### config.mk
export PLATFORM = sky130hd
export DESIGN_NAME = pipe_ctrl
export DESIGN_NICKNAME = d
export VERILOG_FILES = /design/src/rtl/pipe_pkg.sv /design/src/rtl/hazard_detect.sv /design/src/rtl/pipe_ctrl.sv
export SDC_FILE = /design/constraint.sdc
export NUM_CORES = 1
export LEC_CHECK = 0
export BUFFER_PORTS_ARGS = -buffer_cell sky130_fd_sc_hd__buf_2
export CAP_MARGIN = 20
export CORE_MARGIN = 2
export CORE_UTILIZATION = 42
export CTS_CLUSTER_SIZE = 16
export DETAILED_ROUTE_END_ITERATION = 12
export PLACE_DENSITY_LB_ADDON = 0.15
export SKIP_CTS_REPAIR_TIMING = 1
export SYNTH_ARGS = -nofsm -noshare
export SYNTH_HDL_FRONTEND = slang
export SYNTH_SLANG_ARGS = --single-unit
### constraint.sdc
create_clock -name clock -period 1.7 [get_ports clock]
set_clock_uncertainty 0.15 [all_clocks]
set_input_delay 0.17 -clock clock [delete_from_list [all_inputs] [get_ports clock]]
set_output_delay 0.17 -clock clock [all_outputs]
set_load 0.05 [all_outputs]
### src/rtl/pipe_pkg.sv
// Shared pipeline definitions: controller FSM states, register-index width,
// and the NOP/bubble encoding the pipeline buffers capture on flush or stall.
// Used by pipe_ctrl, hazard_detect and the pipeline buffer registers.
package pipe_pkg;

  localparam int REG_W = 5;

  typedef enum logic [1:0] {
    RUN      = 2'd0,
    MEM_WAIT = 2'd1,
    HALT     = 2'd2
  } state_e;

  // sll $0,$0,0: an all-zero word is a true no-op, so buffers simply clear
  localparam logic [31:0] NOP_INSTR = 32'h0000_0000;
  localparam logic        BUBBLE_VAL = 1'b0;

endpackage

### src/rtl/hazard_detect.sv
// Load-use hazard detector: flags an ID instruction that reads the destination of a load in EX.
// Latency: purely combinational, same cycle.
// Backpressure: none; the result feeds the stall logic of pipe_ctrl.
module hazard_detect #(
  parameter int REG_W = pipe_pkg::REG_W
) (
  input  logic [REG_W-1:0] id_rs,
  input  logic [REG_W-1:0] id_rt,
  input  logic             id_use_rs,
  input  logic             id_use_rt,
  input  logic [REG_W-1:0] ex_dest,
  input  logic             ex_memread,
  output logic             lu_hazard
);

  logic rs_match;
  logic rt_match;

  // $zero is never written, so a load targeting it cannot create a dependency
  always_comb begin
    rs_match  = id_use_rs && (id_rs == ex_dest);
    rt_match  = id_use_rt && (id_rt == ex_dest);
    lu_hazard = ex_memread && (ex_dest != '0) && (rs_match || rt_match);
  end

endmodule

### src/rtl/pipe_ctrl.sv
// Hazard/sequencing controller for the 5-stage pipeline: load-use bubble, redirect squash, memory-wait freeze, halt.
// Latency: stage controls are combinational (Mealy) from registered state; state, wait counter and mem_err are registered.
// Backpressure: a pending data-memory access freezes every stage; optional perf counters under PIPE_CTRL_PERF_EN.
module pipe_ctrl
  import pipe_pkg::*;
#(
  parameter int REG_W       = pipe_pkg::REG_W,
  parameter int TMO_W       = 8,
  parameter int MEM_TIMEOUT = 200
) (
  input  logic             clock,
  input  logic             reset,
  input  logic [REG_W-1:0] id_rs,
  input  logic [REG_W-1:0] id_rt,
  input  logic             id_use_rs,
  input  logic             id_use_rt,
  input  logic [REG_W-1:0] ex_dest,
  input  logic             ex_memread,
  input  logic             ex_redirect,
  input  logic             mem_req,
  input  logic             mem_ready,
  input  logic             halt_req,
  output logic             pc_load,
  output logic             pc_sel_redirect,
  output logic             ifid_load,
  output logic             ifid_flush,
  output logic             idex_load,
  output logic             idex_stall,
  output logic             exmem_load,
  output logic             memwb_load,
  output logic             mem_err,
  output logic             halted
`ifdef PIPE_CTRL_PERF_EN
  ,
  output logic [31:0]      stall_cycles,
  output logic [31:0]      flush_count,
  output logic [31:0]      wait_cycles
`endif
);

  state_e           state_q, state_d;
  logic [TMO_W-1:0] cnt_q, cnt_d;
  logic             mem_err_q, mem_err_d;
  logic             lu_hazard;
  logic             freeze;

  hazard_detect #(.REG_W(REG_W)) u_hazard_detect (
    .id_rs      (id_rs),
    .id_rt      (id_rt),
    .id_use_rs  (id_use_rs),
    .id_use_rt  (id_use_rt),
    .ex_dest    (ex_dest),
    .ex_memread (ex_memread),
    .lu_hazard  (lu_hazard)
  );

  assign freeze  = mem_req & ~mem_ready;
  assign mem_err = mem_err_q;

  // State register plus wait counter and sticky error flag
  always_ff @(posedge clock) begin
    if (reset) begin
      state_q   <= RUN;
      cnt_q     <= '0;
      mem_err_q <= 1'b0;
    end else begin
      state_q   <= state_d;
      cnt_q     <= cnt_d;
      mem_err_q <= mem_err_d;
    end
  end

  // Next state: halt beats freeze in RUN; MEM_WAIT ignores halt and only exits on mem_ready
  always_comb begin
    state_d   = state_q;
    cnt_d     = cnt_q;
    mem_err_d = mem_err_q;
    case (state_q)
      RUN: begin
        if (halt_req) begin
          state_d = HALT;
        end else if (freeze) begin
          state_d = MEM_WAIT;
          cnt_d   = TMO_W'(1);
        end
      end
      MEM_WAIT: begin
        // Error is only flagged; the FSM keeps waiting for the memory
        if (cnt_q >= TMO_W'(MEM_TIMEOUT)) mem_err_d = 1'b1;
        if (mem_ready) begin
          state_d = RUN;
          cnt_d   = '0;
        end else if (cnt_q != '1) begin
          cnt_d = cnt_q + TMO_W'(1);
        end
      end
      HALT:    state_d = HALT;
      default: state_d = RUN;
    endcase
  end

  // Stage controls: everything held outside RUN; in RUN priority is halt, freeze, redirect, load-use
  always_comb begin
    pc_load         = 1'b0;
    pc_sel_redirect = 1'b0;
    ifid_load       = 1'b0;
    ifid_flush      = 1'b0;
    idex_load       = 1'b0;
    idex_stall      = 1'b0;
    exmem_load      = 1'b0;
    memwb_load      = 1'b0;
    halted          = 1'b0;
    if (!reset) begin
      case (state_q)
        RUN: begin
          if (!halt_req && !freeze) begin
            idex_load  = 1'b1;
            exmem_load = 1'b1;
            memwb_load = 1'b1;
            if (ex_redirect) begin
              // Younger instructions are squashed, so a load-use in ID is moot
              pc_load         = 1'b1;
              pc_sel_redirect = 1'b1;
              ifid_load       = 1'b1;
              ifid_flush      = 1'b1;
              idex_stall      = 1'b1;
            end else if (lu_hazard) begin
              // Hold PC and IF/ID for one cycle; the load moves to MEM and forwarding covers the rest
              idex_stall = 1'b1;
            end else begin
              pc_load   = 1'b1;
              ifid_load = 1'b1;
            end
          end
        end
        HALT:    halted = 1'b1;
        default: ;
      endcase
    end
  end

`ifdef PIPE_CTRL_PERF_EN
  logic [31:0] stall_cycles_q, flush_count_q, wait_cycles_q;
  logic        wait_cyc;

  assign wait_cyc     = ~reset & ((state_q == MEM_WAIT) | ((state_q == RUN) & ~halt_req & freeze));
  assign stall_cycles = stall_cycles_q;
  assign flush_count  = flush_count_q;
  assign wait_cycles  = wait_cycles_q;

  // Event counters; a bubble is a stall without a redirect, and all wrap naturally
  always_ff @(posedge clock) begin
    if (reset) begin
      stall_cycles_q <= '0;
      flush_count_q  <= '0;
      wait_cycles_q  <= '0;
    end else begin
      if (idex_stall && !pc_sel_redirect) stall_cycles_q <= stall_cycles_q + 32'd1;
      if (pc_sel_redirect)                flush_count_q  <= flush_count_q + 32'd1;
      if (wait_cyc)                       wait_cycles_q  <= wait_cycles_q + 32'd1;
    end
  end
`endif

endmodule

==> results.cfg <==
[run_status]
status = complete, but fails checks
violations = setup timing

[clock_network]
clockRootBuffer = clkbuf_4
cts_max_level = 1
cts_sinks = 11
cts_tree = yes
clk_pin_slew_worst_paths_ps = 70
clock_latency_ps = 280
cts.path.max_buffers = 2
cts-buffers-inserted = 3

[synthesis]
synthArstFlopShare = 0
synth_compound_gate_area_share = 0.179
yosys.cell_count.top_type = dfxtp_1
synth_cell_types = 37
yosysSeqAreaShare = 0.272
synth.avg_cell_area_um2 = 8.35
synth_top_area_frac = 0.272
netlist_area_um2 = 810
synth_seq_cells = 11
synth_area_leaders = dfxtp_1 27%, xor2_1 8.7%, buf_4 4.6%, nor4_1 4.6%, or4_1 4.6%
synthTopCellsByCount = 11 x dfxtp_1, 8 x xor2_1, 7 x inv_1
synth_edf_count = 0
syn-num-nets = 123
muxShareOfSynthArea = 0.0371
yosys.area.top_type = dfxtp_1
synth_top_flop_cell = dfxtp_1
synth_xor_area_frac = 0.108
synthSimpleGateAreaFrac = 0.287
synth_top_family_by_area = simple AND/OR/NAND/NOR gates
yosys.area_share.adder = 0.0309
synth_cells = 97
synth_warnings = 0

[finish]
diodes = 0
synthToLayoutAreaGrowth_pct = 74.2
layout.nets = 182
drive_above_1_share = 0.535
stdcell_area_um2 = 1410
final_core_util = 0.799

[worst_hold_path]
hold_class = in2reg
min_delay_path_depth = 3

[floorplanning]
fp.dieArea_um2 = 2290
start_util = 0.459
pin_count = 34
die_w_um = 47.9
fp.dieH_um = 47.9
core-area_um2 = 1760
fp-row-count = 15

[critical_path]
required_ps = 1380
start_kind = register
arrival_ps = 1780
crit_fanout = 5
critPathKind = reg2out
r2r_cells = 8
cp-end-kind = primary output

[detailed_routing]
ant_nets = 0
first_pass_iters = 4
via_per_inst = 5.49
wl_per_cell_um = 13.8
wl_um = 2480
drtIter0Drc = 28
route.detailed.drc = 0
vias = 988

[sta]
worstMarginPinSlew_ps = 388
tns_ps = -2600
fin_crit_sh = 1.23
setup_viol_count_final = 16
fmax_mhz = 477
hold_viol = 0
layout_setup_ws_ps = -397
maxSlewViolCount = 0
fin_crit_ps = 2100
fin_hold_ws_ps = 77.3
rsz0062_at_grt = yes
slew_headroom = 0.740

[global_route]
grt_max_degree = 10
grt_usage = 0.194
antenna_found_initial = 0
gr-total-overflow = 0
grt_first_pass_wirelength_um = 3100
grt_pass1_vias = 767

[power_and_ir_drop]
power_leakage_nw = 0.595
power_uw = 669
p_per_area_nw_per_um2 = 474
vdd_drop_max_v = 0.000376

[placed_design]
gp_congestion = 0.784
dp_hpwl_um = 1650
postPlaceCellArea_um2 = 1140
numPortBuffers = 33

[job]
maxCapViolations = 0
-- final cells by class --
cell class | instances | area, um2
multi-input combinational | 73 | 644
timing repair buffer | 60 | 458
fill | 132 | 354
sequential | 11 | 223
tap | 25 | 31.3
inverter | 7 | 26.3
clock buffer | 3 | 22.5
clock inverter | 1 | 5.00
-- stage by stage --
| stage | std cells | worst slack, ps |
|---|---|---|
| after floorplan | 97 | -443 |
| after global placement | 168 | -169 |
| after detailed placement | 168 | -214 |
| after CTS | 172 | -512 |
| after global routing | 180 | -469 |
| final | 180 | -397 |
-- worst max-delay path, stage by stage (launching register included) --
cell and delay (ps):
dfxtp_2 330, or4_4 510, a21oi_4 180, and2_4 200, o21bai_4 120, buf_8 160
-- state kept, by name, indices dropped and copies added, names as in the netlist --
signal / flops
mem_err: 1
cnt_q: 8
state_q: 2
-- final timing paths --
check / from / to / slack, ps
worst max register to register: state_q[0] / cnt_q[0] / -110
worst min register to register: cnt_q[5] / cnt_q[5] / 340
worst max-delay path: state_q[0] / idex_stall / -400
worst min-delay path: reset / cnt_q[1] / 80
-- cells by family (layout without fill, tap and decap cells) --
| logic type | count (synthesis) | in the layout |
|---|---|---|
| xor+xnor | 10 | 10 |
| compound gates | 22 | 22 |
| mux | 3 | 3 |
| simple gates | 36 | 36 |
| fa+ha+maj | 2 | 2 |
| flops | 11 | 11 |
| buf+inv | 13 | 71 |
-- report_power, final --
group / switching [mW] / leakage, nW / internal [mW]
clock: 0.100 / 0.0177 / 0.0874
combinational: 0.115 / 0.487 / 0.102
sequential: 0.00233 / 0.0897 / 0.262
total: 0.217 / 0.595 / 0.451
-- metal layers --
layer	routed length (um)	global-route usage	vias to the layer above
met2	1290	0.325	36
met5	0	0	-
met3	167	0.0340	7
li1	-	-	477
met4	63	0.119	0
met1	961	0.229	468
-- cells in the final DEF, fill, tap and decap left out, types with 2 or more instances in the layout --
| master | instances |
|---|---|
| buf_8 | 6 |
| a21oi_2 | 2 |
| dfxtp_1 | 9 |
| nand3_1 | 6 |
| a21oi_1 | 3 |
| nand3b_1 | 3 |
| o21ai_0 | 3 |
| o31ai_1 | 2 |
| clkbuf_4 | 3 |
| xnor2_1 | 2 |
| dfxtp_2 | 2 |
| buf_6 | 6 |
| nor4_1 | 3 |
| or4_1 | 2 |
| ha_1 | 2 |
| buf_2 | 25 |
| o211ai_1 | 2 |
| nand2_1 | 3 |
| inv_1 | 7 |
| xor2_1 | 8 |
| nand4_1 | 2 |
| or4_4 | 3 |
| buf_4 | 22 |
| mux2i_1 | 3 |
| nor4_4 | 3 |
Power figures use the tool's default switching activity.
